File: config.mk
export PLATFORM = sky130hd
export DESIGN_NAME = pc_sequencer
export DESIGN_NICKNAME = d
export VERILOG_FILES = /design/src/rtl/pc_sequencer.sv
export SDC_FILE = /design/constraint.sdc
export NUM_CORES = 1
export LEC_CHECK = 0
export ABC_AREA = 1
export BUFFER_PORTS_ARGS = -buffer_cell sky130_fd_sc_hd__buf_2
export CELL_PAD_IN_SITES_DETAIL_PLACEMENT = 0
export CELL_PAD_IN_SITES_GLOBAL_PLACEMENT = 1
export CORE_ASPECT_RATIO = 1.2
export CORE_MARGIN = 3
export CORE_UTILIZATION = 38
export DETAILED_ROUTE_END_ITERATION = 16
export GPL_ROUTABILITY_DRIVEN = 0
export GPL_TIMING_DRIVEN = 0
export PLACE_DENSITY_LB_ADDON = 0.2
export SLEW_MARGIN = 20
export SYNTH_ARGS = -nofsm -noshare
export SYNTH_HDL_FRONTEND = slang
export SYNTH_SLANG_ARGS = --single-unit
File: constraint.sdc
create_clock -name clk -period 2 [get_ports clk]
set_input_delay 0.2 -clock clk [delete_from_list [all_inputs] [get_ports clk]]
set_output_delay 0.2 -clock clk [all_outputs]
set_load 0.05 [all_outputs]
File: src/rtl/pc_sequencer.sv
// Fetch-side program counter sequencer: start, stall hold, redirect with flush bubbles, halt/restart.
// Optional build macro MISALIGN_TRAP_EN: misaligned redirect targets trap to HALT and raise error.
module pc_sequencer #(
    parameter logic [31:0] RESET_PC     = 32'h0000_0000,
    parameter int unsigned PC_STEP      = 4,
    parameter int unsigned FLUSH_CYCLES = 2
) (
    input  logic        clk,
    input  logic        reset,
    input  logic        start,
    input  logic        stall,
    input  logic        redirect_valid,
    input  logic [31:0] redirect_target,
    input  logic        halt_req,
    output logic [31:0] pc,
    output logic        pc_valid,
    output logic        flush,
    output logic [1:0]  state,
    output logic [31:0] instr_count,
    output logic        error
);

    typedef enum logic [1:0] {
        ST_IDLE  = 2'b00,
        ST_RUN   = 2'b01,
        ST_FLUSH = 2'b10,
        ST_HALT  = 2'b11
    } state_e;

    localparam int CNT_W = (FLUSH_CYCLES > 1) ? $clog2(FLUSH_CYCLES) : 1;
    localparam logic [CNT_W-1:0] CNT_RELOAD = CNT_W'(FLUSH_CYCLES - 1);
    localparam logic [31:0] STEP = 32'(PC_STEP);

    state_e           state_q, state_d;
    logic [31:0]      pc_q, pc_d;
    logic [CNT_W-1:0] cnt_q, cnt_d;
    logic             flush_q, flush_d;
    logic [31:0]      count_q, count_d;
    logic             error_q, error_d;

    logic             issue;
    logic             take_redir;
    logic             misaligned;
    logic [31:0]      target_pc;

`ifdef MISALIGN_TRAP_EN
    assign misaligned = (redirect_target[1:0] != 2'b00);
    assign target_pc  = redirect_target;
`else
    // Low bits are dropped so the core never sees a misaligned fetch address.
    assign misaligned = 1'b0;
    assign target_pc  = redirect_target & 32'hFFFF_FFFC;
`endif

    assign issue = (state_q == ST_RUN) && !stall && !halt_req && !redirect_valid;

    always_comb begin
        state_d    = state_q;
        pc_d       = pc_q;
        cnt_d      = cnt_q;
        flush_d    = flush_q;
        count_d    = count_q;
        error_d    = error_q;
        take_redir = 1'b0;

        if (issue && (count_q != 32'hFFFF_FFFF)) begin
            count_d = count_q + 32'd1;
        end

        case (state_q)
            ST_IDLE: begin
                if (start) begin
                    state_d = ST_RUN;
                end
            end
            ST_RUN: begin
                if (halt_req) begin
                    state_d = ST_HALT;
                end else if (redirect_valid) begin
                    take_redir = 1'b1;
                end else if (!stall) begin
                    pc_d = pc_q + STEP;
                end
            end
            ST_FLUSH: begin
                // Stall is deliberately not consulted: bubbles drain regardless.
                if (halt_req) begin
                    state_d = ST_HALT;
                    flush_d = 1'b0;
                end else if (redirect_valid) begin
                    take_redir = 1'b1;
                end else if (cnt_q == '0) begin
                    state_d = ST_RUN;
                    flush_d = 1'b0;
                end else begin
                    cnt_d = cnt_q - 1'b1;
                end
            end
            ST_HALT: begin
                if (start) begin
                    state_d = ST_RUN;
                    pc_d    = RESET_PC;
                    count_d = '0;
                    error_d = 1'b0;
                end
            end
            default: begin
                state_d = ST_IDLE;
            end
        endcase

        if (take_redir) begin
            if (misaligned) begin
                state_d = ST_HALT;
                flush_d = 1'b0;
                error_d = 1'b1;
            end else begin
                pc_d    = target_pc;
                state_d = ST_FLUSH;
                cnt_d   = CNT_RELOAD;
                flush_d = 1'b1;
            end
        end
    end

    always_ff @(posedge clk or posedge reset) begin
        if (reset) begin
            state_q <= ST_IDLE;
            pc_q    <= RESET_PC;
            cnt_q   <= '0;
            flush_q <= 1'b0;
            count_q <= '0;
            error_q <= 1'b0;
        end else begin
            state_q <= state_d;
            pc_q    <= pc_d;
            cnt_q   <= cnt_d;
            flush_q <= flush_d;
            count_q <= count_d;
            error_q <= error_d;
        end
    end

    assign pc          = pc_q;
    assign pc_valid    = issue;
    assign flush       = flush_q;
    assign state       = state_q;
    assign instr_count = count_q;
    assign error       = error_q;

endmodule
==> flow_summary.ini, run 1 <==
[outcome]
status = complete, no violations

[die]
io_pins = 107
chipHeight_um = 127.7
die_w_um = 107.4
core-area_sq_um = 11840
num_rows = 43
initial_core_util = 0.3963
die_area_sq_um = 13720

[timing]
skew_ns = 0.005553
final-hold-violation-count = 0
tightest_slew_ns = 0.7001
max_freq_ghz = 0.5282
drv_slew = 0
rsz0062_at_grt = yes
final.setup.tns_ns = 0
fin_crit_sh = 0.9466
layout_min_cycle_time_ns = 1.893
setup_violations = 0
relSlewSlack = 0.5333

[synth]
ys_seq_area_frac = 0.3521
synth_seq_cells = 66
synth_edf_count = 0
ys.flop_type = dfrtp_1
syn_avg_cell_area_sq_um = 6.479
synth_cells = 724
synth_cell_types = 40
synthArstFlopShare = 1.000
ys.warnings.count = 0
netlist_area_sq_um = 4691

[route]
drt_pre_antenna_iters = 5
vias_per_cell = 4.945
wl_per_cell_um = 14.57
ant_nets = 0
detail_route.iter0.violations = 214
vias = 4985
wl_mm = 14.68
drc = 0

[cells_and_area]
multiInputGateArea_sq_um = 2711
seqCellArea_sq_um = 1654
area_growth_pct = 24.17
finalInstanceArea_sq_um = 5824
instances_no_fill = 1008
diodes = 0
drive_gt1_frac = 0.2103
final_nets = 890
nFillCells = 1246

[worst_setup_path]
crit_arrival_ns = 1.69
cp_cell_sequence = inv_1, ha_1, nand2_2, nor2_8, buf_4, buf_2
crit_fanout = 4
crit_required_ns = 1.80
worst_path_max_delay_cell = dfrtp_2
cp-start-kind = flop
path_class = reg2out
max_stage_delay_ns = 0.42
end_kind = output port

[global_routing]
grt_first_pass_wirelength_mm = 23.65
antenna_found_initial = 0
met3_usage = 0.04232
grt_use_total = 0.2178
grt_pass1_vias = 4769
use_met1 = 0.2608
busiest_layer = met2
grt_overflow_total = 0
grt_start_max_net_pins = 55
use_met2 = 0.3890

[pwr]
leakage_nw = 2.859
power_density_nw_per_um2 = 1369
irDropWorstVdd_v = 0.0008613

[clock_network]
cts-root-buf = clkbuf_16
cts-buffers-inserted = 9
clockBufferDepth = 2
cts-htree-levels = 3
cts.clk_slew.worst_paths_ns = 0.06
cts_tree = done
cts_sinks = 66
clk_latency_ns = 0.33

[placement]
dpl_cell_area_sq_um = 5433
dp_cells = 985
hpwl_mm = 11.12
io_buffers = 101

[hold_path]
hold_class = in2reg

[run]
max_cap_viol_count = 0
[flip-flops by register name, indices dropped and copies added, names as in the netlist]
register	count
instr_count	32
pc	30
state	2
cnt_q	1
flush	1
[worst paths after layout]
path | from | end | slack (ns) | depth (start not counted)
max | state[1] | pc_valid | 0.11 | 6
min | redirect_target[9] | pc[9] | 0.11 | 3
max reg2reg | state[0] | pc[21] | 0.14 | 9
min reg2reg | flush | flush | 0.47 | 2
max in group asynchronous | reset | state[1] | 1.11 | 4
min in group asynchronous | reset | instr_count[1] | 0.33 | 3
[worst max-delay path, delay by kind of cell (launching register included)]
family / cells / cell delay [ns]
buffers and inverters: 3 / 0.50
flip-flops: 1 / 0.42
adder cells (fa/ha/maj): 1 / 0.18
AND/OR/NAND/NOR: 2 / 0.25
[stage by stage]
stage	utilization	hold WS, ns	power (W)	worst slack, ns
6_report	0.4921	0.1095	0.007974	0.1069
5_1_grt	0.4921	0.1076	0.008556	-0.008286
4_1_cts	0.4852	0.1051	0.007934	0.03247
2_1_floorplan	-	0.3420	0.005203	-0.001258
3_3_place_gp	0.4564	0.4499	0.006250	-1.082
3_5_place_dp	0.4590	0.1351	0.006340	-0.1097
[cells by family (layout without fill, tap and decap cells)]
group | Yosys count | in the layout | share of synthesized area
adder cells (fa/ha/maj) | 6 | 6 | 0.01600
flip-flops | 66 | 66 | 0.3521
XOR/XNOR | 8 | 8 | 0.01494
AO/OA/AOI/OAI | 100 | 100 | 0.1195
buffers and inverters | 84 | 209 | 0.07922
other | 1 | 3 | 0.0007994
AND/OR/NAND/NOR | 459 | 459 | 0.4174
[cell usage after synthesis, drive strengths merged (2+ instances only)]
master  number  area, sq um
a21oi       70        376.6
inv         65        244.0
or2          4        25.02
xor2         6        52.55
clkbuf       4        15.01
and2         2        12.51
nor2       147        606.8
nand3       51        272.8
o21bai       3        22.52
xnor2        2        17.52
nor3         8        40.04
nand4        4        25.02
a21boi       2        26.28
dfrtp       66         1652
buf         15        112.6
nand2      236        924.6
a31oi        3        18.77
nand3b       5        37.54
o21ai       19        95.09
ha           6        75.07
o211ai       2        15.01
[cells in the final DEF (no fill, tap or decap), types with 8 or more instances in the layout]
cell type	netlist	layout
clkbuf_16	0	9
nor2_1	140	137
dfrtp_1	66	64
nand2_1	230	228
buf_4	4	14
a21oi_1	63	62
o21ai_0	17	17
buf_2	8	102
inv_1	61	60
nand3_1	49	49
nor3_1	8	8
[metal layers]
layer  vias to the layer above  wire, um
met5                         -         0
met4                         0       268
met3                        24       858
met2                       158      7558
met1                      2256      5997
li1                       2547         -
[power breakdown]
| group | switching, W | total (W) | internal (W) |
|---|---|---|---|
| registers | 0.000501 | 0.00221 | 0.00170 |
| logic | 0.00303 | 0.00427 | 0.00124 |
| clock network | 0.000595 | 0.00150 | 0.000902 |
[final cells by class]
class | count | area share
Multi-Input combinational cell | 576 | 0.4655
Sequential cell | 66 | 0.2840
Timing Repair Buffer | 109 | 0.1010
Clock buffer | 13 | 0.04468
Inverter | 65 | 0.04318
Tap cell | 157 | 0.03373
Buffer | 19 | 0.02535
Clock inverter | 3 | 0.002578
[what timing repair did]
| item | CTS | global route |
|---|---|---|
| setup endpoints to repair | 22 | 45 |
| gates cloned | 0 | 0 |
| hold buffers | 1 | 0 |
| setup buffers | 2 | 4 |
| endpoints found under the hold margin | 12 | 0 |
| pin swaps | 1 | 1 |
| resized for setup | 5 | 18 |
Power figures use the tool's default switching activity.
==> run 2, diff against run 1 <==
--- a/config.mk
+++ b/config.mk
@@ -11,7 +11,7 @@
 export CELL_PAD_IN_SITES_GLOBAL_PLACEMENT = 1
 export CORE_ASPECT_RATIO = 1.2
 export CORE_MARGIN = 3
-export CORE_UTILIZATION = 38
+export CORE_UTILIZATION = 34
 export DETAILED_ROUTE_END_ITERATION = 16
 export GPL_ROUTABILITY_DRIVEN = 0
 export GPL_TIMING_DRIVEN = 0
==> constraint.sdc (replaced) <==
create_clock -name clk -period 1.6 [get_ports clk]
set_input_delay 0.16 -clock clk [delete_from_list [all_inputs] [get_ports clk]]
set_output_delay 0.16 -clock clk [all_outputs]
set_load 0.05 [all_outputs]
==> run 2 against run 1 <==
Against the previous run:
- the flow now finishes with violations (setup timing)
- final cell count grew 4.7%
- sequential power grew 29%
- first-iteration DRC count grew 11%
- non-clock buffer count grew 34
- power grew 52%
- sequential share of layout area shrank 3.6 points
- setup slack lost 0.32 ns
- highest routed layer unchanged
- clock skew shrank 0.0015 ns
- utilization grew 2.1 points
- routed wire length grew 12%
- die area grew 11%
==> flow_summary.ini, run 2 (same netlist as run 1, synthesis figures left out) <==
[outcome]
status = finished, violations left
violations = setup timing

[placement]
io_buffers = 101
hpwl_mm = 12.03
dpl_cell_area_sq_um = 5738
dp_cells = 997

[clock_network]
cts_sinks = 66
cts_tree = done
clockBufferDepth = 2
cts-root-buf = clkbuf_16
clk_latency_ns = 0.34
cts-buffers-inserted = 9
cts-htree-levels = 3
cts.clk_slew.worst_paths_ns = 0.06

[pwr]
power_density_nw_per_um2 = 1766
leakage_nw = 3.143
power_frac_clock = 0.183
p_int_w = 0.006181
seqPwrFrac = 0.235
finalPower_w = 0.01210
switchingPower_w = 0.005915
p_sw_frac = 0.4890
irDropWorstVdd_v = 0.001138
combPwrFrac = 0.582

[timing]
final.setup.tns_ns = -8.899
final-hold-violation-count = 0
max_freq_ghz = 0.5520
layout_min_cycle_time_ns = 1.812
skew_ns = 0.004019
holdWs_ns = 0.06450
drv_slew = 0
fin_crit_sh = 1.132
layout_setup_ws_ns = -0.2117
setup_violations = 58
rsz0062_at_grt = yes

[route]
detail_route.iter0.violations = 238
ant_nets = 0
drc = 0
wl_mm = 16.40
vias = 5273
vias_per_cell = 4.998
drt_pre_antenna_iters = 5
wl_per_cell_um = 15.54

[cells_and_area]
largest_register_ffs = 32
seqCellArea_sq_um = 1697
finalInstanceArea_sq_um = 6848
multiInputGateArea_sq_um = 3109
final_nets = 926
drive_gt1_frac = 0.3709
area_growth_pct = 45.99
diodes = 0
final_cell_mix = nand2_1, nor2_1, buf_2
nFillCells = 1333
instances_no_fill = 1055
final_common_cell = nand2_1

[global_routing]
grt_start_max_net_pins = 30
grt_use_total = 0.2113
grt_pass1_vias = 5142
grt_first_pass_wirelength_mm = 25.61
antenna_found_initial = 0
grt_overflow_total = 0

[worst_setup_path]
cp_cell_sequence = inv_4, ha_4, inv_2, nand3_4, a21boi_4, inv_6, buf_12, a21oi_2, a21oi_1
max_stage_delay_ns = 0.52
crit_arrival_ns = 2.04
path_class = reg2reg
crit_family = flip-flops
path_buf_inv = 4
end_kind = flop
worst_path_max_delay_cell = dfrtp_4
crit_required_ns = 1.83
crit_fanout = 10
cp-start-kind = flop

[die]
die_w_um = 113.2
die_area_sq_um = 15250
num_rows = 46
io_pins = 107
core-area_sq_um = 13350
chipHeight_um = 134.7
initial_core_util = 0.3513

[run]
max_cap_viol_count = 0

[hold_path]
hold_class = in2reg
[run 2: changes by cell type in the layout (fill, tap and decap cells not counted), moves of 8 or more]
cell,before,now
dfrtp_1,64,32
dfrtp_2,2,33
a21oi_1,62,33
a21oi_2,7,36
nor2_1,137,120
buf_6,2,15
buf_4,14,25
nor2_4,2,11
o21ai_0,17,8
buf_12,1,9
nor2_2,6,14
[run 2: tightest hold or removal path: stages]
cell	delay [ns]
buf_2	0.10
nand2_1	0.07
a21oi_2	0.05
[run 2: final cells by class]
| class | count | area share |
|---|---|---|
| flip-flops and latches | 66 | 0.2478 |
| multi-input cells | 577 | 0.4540 |
| plain buffers | 17 | 0.02850 |
| inverters | 65 | 0.03837 |
| repair buffers | 145 | 0.1522 |
| clock inverters | 5 | 0.01133 |
| well taps | 168 | 0.03070 |
| repair inverters | 1 | 0.001644 |
| clock buffers | 11 | 0.03545 |
[run 2: through the flow]
step,utilization,setup WS (ns)
6_report,0.5128,-0.2117
2_1_floorplan,-,-0.2249
5_1_grt,0.5128,-0.2979
4_1_cts,0.4871,-0.1997
3_5_place_dp,0.4297,-0.4091
3_3_place_gp,0.4262,-0.3879
[run 2: repair_timing]
item | CTS | global route
setup endpoints to repair | 61 | 63
gates resized for setup | 56 | 59
buffers inserted | 22 | 15
pin swaps | 6 | 14
gates cloned | 5 | 2
hold buffers | 1 | 0
hold endpoints to repair | 17 | 0
[run 2: path summary, 6_finish.rpt]
| check | from | end | slack, ns | cells past startpoint |
|---|---|---|---|---|
| worst min-delay path | redirect_target[5] | pc[5] | 0.06 | 3 |
| worst min register to register | flush | flush | 0.48 | 2 |
| worst max register to register | state[0] | pc[17] | -0.21 | 9 |
| max in group asynchronous | reset | state[0] | 0.52 | 5 |
| worst max-delay path | state[0] | pc[17] | -0.21 | 9 |
| min in group asynchronous | reset | instr_count[21] | 0.38 | 3 |
[run 2: power groups by stage]
stage                     Combinational, W  Clock, W  Sequential (W)
after global routing               0.00757   0.00231         0.00294
final                              0.00704   0.00221         0.00284
after CTS                          0.00660   0.00224         0.00281
after floorplan                    0.00288         0         0.00412
after detailed placement           0.00564         0         0.00284
after global placement             0.00552         0         0.00284
[run 2: metal layers]
metal  track usage  routed length [um]  vias to the layer above
met1        0.2364                6423                     2479
li1              -                   -                     2632
met2        0.3949                8811                      129
met5             0                   0                        -
met4       0.08283                 486                        0
met3       0.03586                 677                       33
==> run 3, diff against run 2 <==
--- a/config.mk
+++ b/config.mk
@@ -5,13 +5,13 @@
 export SDC_FILE = /design/constraint.sdc
 export NUM_CORES = 1
 export LEC_CHECK = 0
-export ABC_AREA = 1
+export ABC_AREA = 0
 export BUFFER_PORTS_ARGS = -buffer_cell sky130_fd_sc_hd__buf_2
 export CELL_PAD_IN_SITES_DETAIL_PLACEMENT = 0
 export CELL_PAD_IN_SITES_GLOBAL_PLACEMENT = 1
 export CORE_ASPECT_RATIO = 1.2
 export CORE_MARGIN = 3
-export CORE_UTILIZATION = 34
+export CORE_UTILIZATION = 36
 export DETAILED_ROUTE_END_ITERATION = 16
 export GPL_ROUTABILITY_DRIVEN = 0
 export GPL_TIMING_DRIVEN = 0
==> run 3 against run 2 <==
Against the previous run:
- utilization grew 12 points
- the flow still finishes with violations (setup timing)
- largest cell class unchanged
- critical endpoint is now instr_count[22]
- register-to-register slack lost 0.51 ns
- clock power is essentially flat
- die area shrank 17%
- final cell count shrank 27%
- first-iteration DRC count shrank 18%
- worst hold slack lost 0.017 ns
- combinational power shrank 3.3%
- critical path depth shrank 2
- largest power group unchanged
- non-clock buffer count grew 25
==> flow_summary.ini, run 3 <==
[outcome]
status = finished, violations left
violations = setup timing

[placement]
dpl_cell_area_sq_um = 5000
pre_cts_ws_ns = -0.9686
io_buffers = 100
hpwl_mm = 9.648

[die]
num_rows = 41
chipHeight_um = 122.7
die_area_sq_um = 12660
io_pins = 107
core-area_sq_um = 10770
initial_core_util = 0.3791
die_w_um = 103.2

[timing]
layout_setup_ws_ns = -0.7185
drv_slew = 0
rsz0062_at_grt = yes
max_freq_ghz = 0.4313
skew_ns = 0.008261
layout_min_cycle_time_ns = 2.319
fin_crit_sh = 1.449
setup_violations = 64
holdWs_ns = 0.04798
relSlewSlack = 0.6079
tightest_slew_ns = 0.5870
final-hold-violation-count = 0

[route]
drt_pre_antenna_iters = 4
drc = 0
ant_nets = 0
vias_per_cell = 5.945
vias = 4572
detail_route.iter0.violations = 195
wl_per_cell_um = 20.32
wl_mm = 15.62

[cells_and_area]
largest_register_ffs = 32
final_cell_mix = buf_2, buf_4, dfrtp_1
seqCellArea_sq_um = 1692
area_growth_pct = 65.63
drive_gt1_frac = 0.5703
multiInputGateArea_sq_um = 3028
nFillCells = 893
final_common_cell = buf_2
finalInstanceArea_sq_um = 6764
final_nets = 679
diodes = 0

[worst_setup_path]
cp_cell_sequence = inv_2, ha_4, or4b_4, or4_4, a211oi_4, a21oi_2, a31o_1
end_kind = flop
crit_family = simple AND/OR/NAND/NOR gates
max_stage_delay_ns = 0.51
crit_arrival_ns = 2.55
worst_path_max_delay_cell = or4b_4
path_class = reg2reg
cp-start-kind = flop
crit_required_ns = 1.83
crit_fanout = 5
path_buf_inv = 1

[clock_network]
clk_latency_ns = 0.34
cts.clk_slew.worst_paths_ns = 0.06
cts-htree-levels = 3
cts_sinks = 66
clockBufferDepth = 2
cts-root-buf = clkbuf_16
cts_tree = done
cts-buffers-inserted = 9

[pwr]
switchingPower_w = 0.005450
irDropWorstVdd_v = 0.001037
power_frac_clock = 0.188
p_int_w = 0.006288
seqPwrFrac = 0.231
power_density_nw_per_um2 = 1735
combPwrFrac = 0.580
p_sw_frac = 0.4643
leakage_nw = 2.806

[synth]
ys.warnings.count = 0
yosysTopAreaCell = dfrtp_1
ys_seq_area_frac = 0.4044
synthTopCellsByArea = dfrtp_1, o21ai_0, a21oi_1
synth_common_cells = dfrtp_1, o21ai_0, a21oi_1
ys.flop_type = dfrtp_1
synth_cells = 464
synthArstFlopShare = 1.000
synth_seq_cells = 66
syn_avg_cell_area_sq_um = 8.802
yosysMostFrequentCell = dfrtp_1
yosysTopAreaCellShare = 0.4044
synth_cell_types = 64
synth_edf_count = 0
netlist_area_sq_um = 4084

[global_routing]
grt_use_total = 0.2423
busiest_layer = met2
grt_first_pass_wirelength_mm = 23.60
use_met2 = 0.4037
grt_pass1_vias = 4462
grt_overflow_total = 0
met3_usage = 0.05003
grt_start_max_net_pins = 25
antenna_found_initial = 0
use_met1 = 0.2891

[hold_path]
hold_class = in2reg

[run]
max_cap_viol_count = 0
-- run 3: cell count changes in the layout (fill, tap and decap cells not counted), sizes merged, moves of 9 or more --
cell / previous run / this run
o21ai: 19 / 43
a22oi: 0 / 11
a21oi: 70 / 37
or4: 0 / 14
nand2: 237 / 35
nand4: 4 / 17
nand3: 51 / 27
buf: 156 / 174
inv: 65 / 12
nor4: 0 / 9
and3: 1 / 13
nor2: 147 / 35
-- run 3: power by group through the flow --
stage	combinational [W]	clock [W]	sequential, W
2_1_floorplan	0.00184	0	0.00380
3_3_place_gp	0.00417	0	0.00262
3_5_place_dp	0.00423	0	0.00263
4_1_cts	0.00575	0.00223	0.00261
5_1_grt	0.00716	0.00231	0.00278
6_report	0.00681	0.00221	0.00272
-- run 3: repair_timing --
action | in CTS | in global routing
setup endpoints to repair | 64 | 65
gates resized for setup | 134 | 118
endpoints found under the hold margin | 23 | 0
pin swaps | 43 | 70
cloned | 7 | 3
hold buffers | 1 | 0
buffers inserted | 39 | 20
-- run 3: cell families after synthesis --
| family | synth area share |
|---|---|
| simple gates | 0.2518 |
| compound gates | 0.2497 |
| flops | 0.4044 |
| buf+inv | 0.04871 |
| xor+xnor | 0.02359 |
| fa+ha+maj | 0.01838 |
| other cells | 0.0009182 |
| mux | 0.002451 |
-- run 3: final timing paths --
kind	startpoint	end	slack [ns]	cells after the start
worst min register to register	flush	flush	0.52	1
worst max-delay path	state[1]	instr_count[22]	-0.72	7
min in group asynchronous	reset	pc[30]	0.43	3
worst min-delay path	halt_req	flush	0.05	2
max in group asynchronous	reset	pc[15]	0.44	5
worst max register to register	state[1]	instr_count[22]	-0.72	7
-- run 3: final cells by class --
type / instances / share of cell area
sequential: 66 / 0.2501
clock buffer: 11 / 0.03589
tap: 129 / 0.02386
inverter: 14 / 0.009249
buffer: 23 / 0.04070
timing repair buffer: 164 / 0.1811
clock inverter: 5 / 0.01147
multi-input combinational: 357 / 0.4476
-- run 3: metal layers --
| layer | share of wire | vias up |
|---|---|---|
| met5 | 0 | - |
| met4 | 0.039 | 0 |
| met3 | 0.049 | 43 |
| met2 | 0.53 | 159 |
| met1 | 0.39 | 2261 |
| li1 | - | 2109 |
-- run 3: worst reg2reg max path: cells and delay by family, from the launching register on --
kind,cells,cell delay [ns]
fa+ha+maj,1,0.13
flops,1,0.41
buf+inv,1,0.09
compound gates,3,0.63
simple gates,2,0.96
-- run 3: stage by stage --
| stage | utilization | total power, W | cells | setup TNS (ns) |
|---|---|---|---|---|
| after floorplan | - | 0.005639 | 466 | -38.16 |
| after global placement | 0.4597 | 0.006790 | 695 | -42.52 |
| after detailed placement | 0.4641 | 0.006860 | 697 | -44.84 |
| after CTS | 0.5751 | 0.01059 | 758 | -30.47 |
| after global routing | 0.6279 | 0.01226 | 769 | -33.62 |
| final | 0.6279 | 0.01174 | 769 | -30.10 |
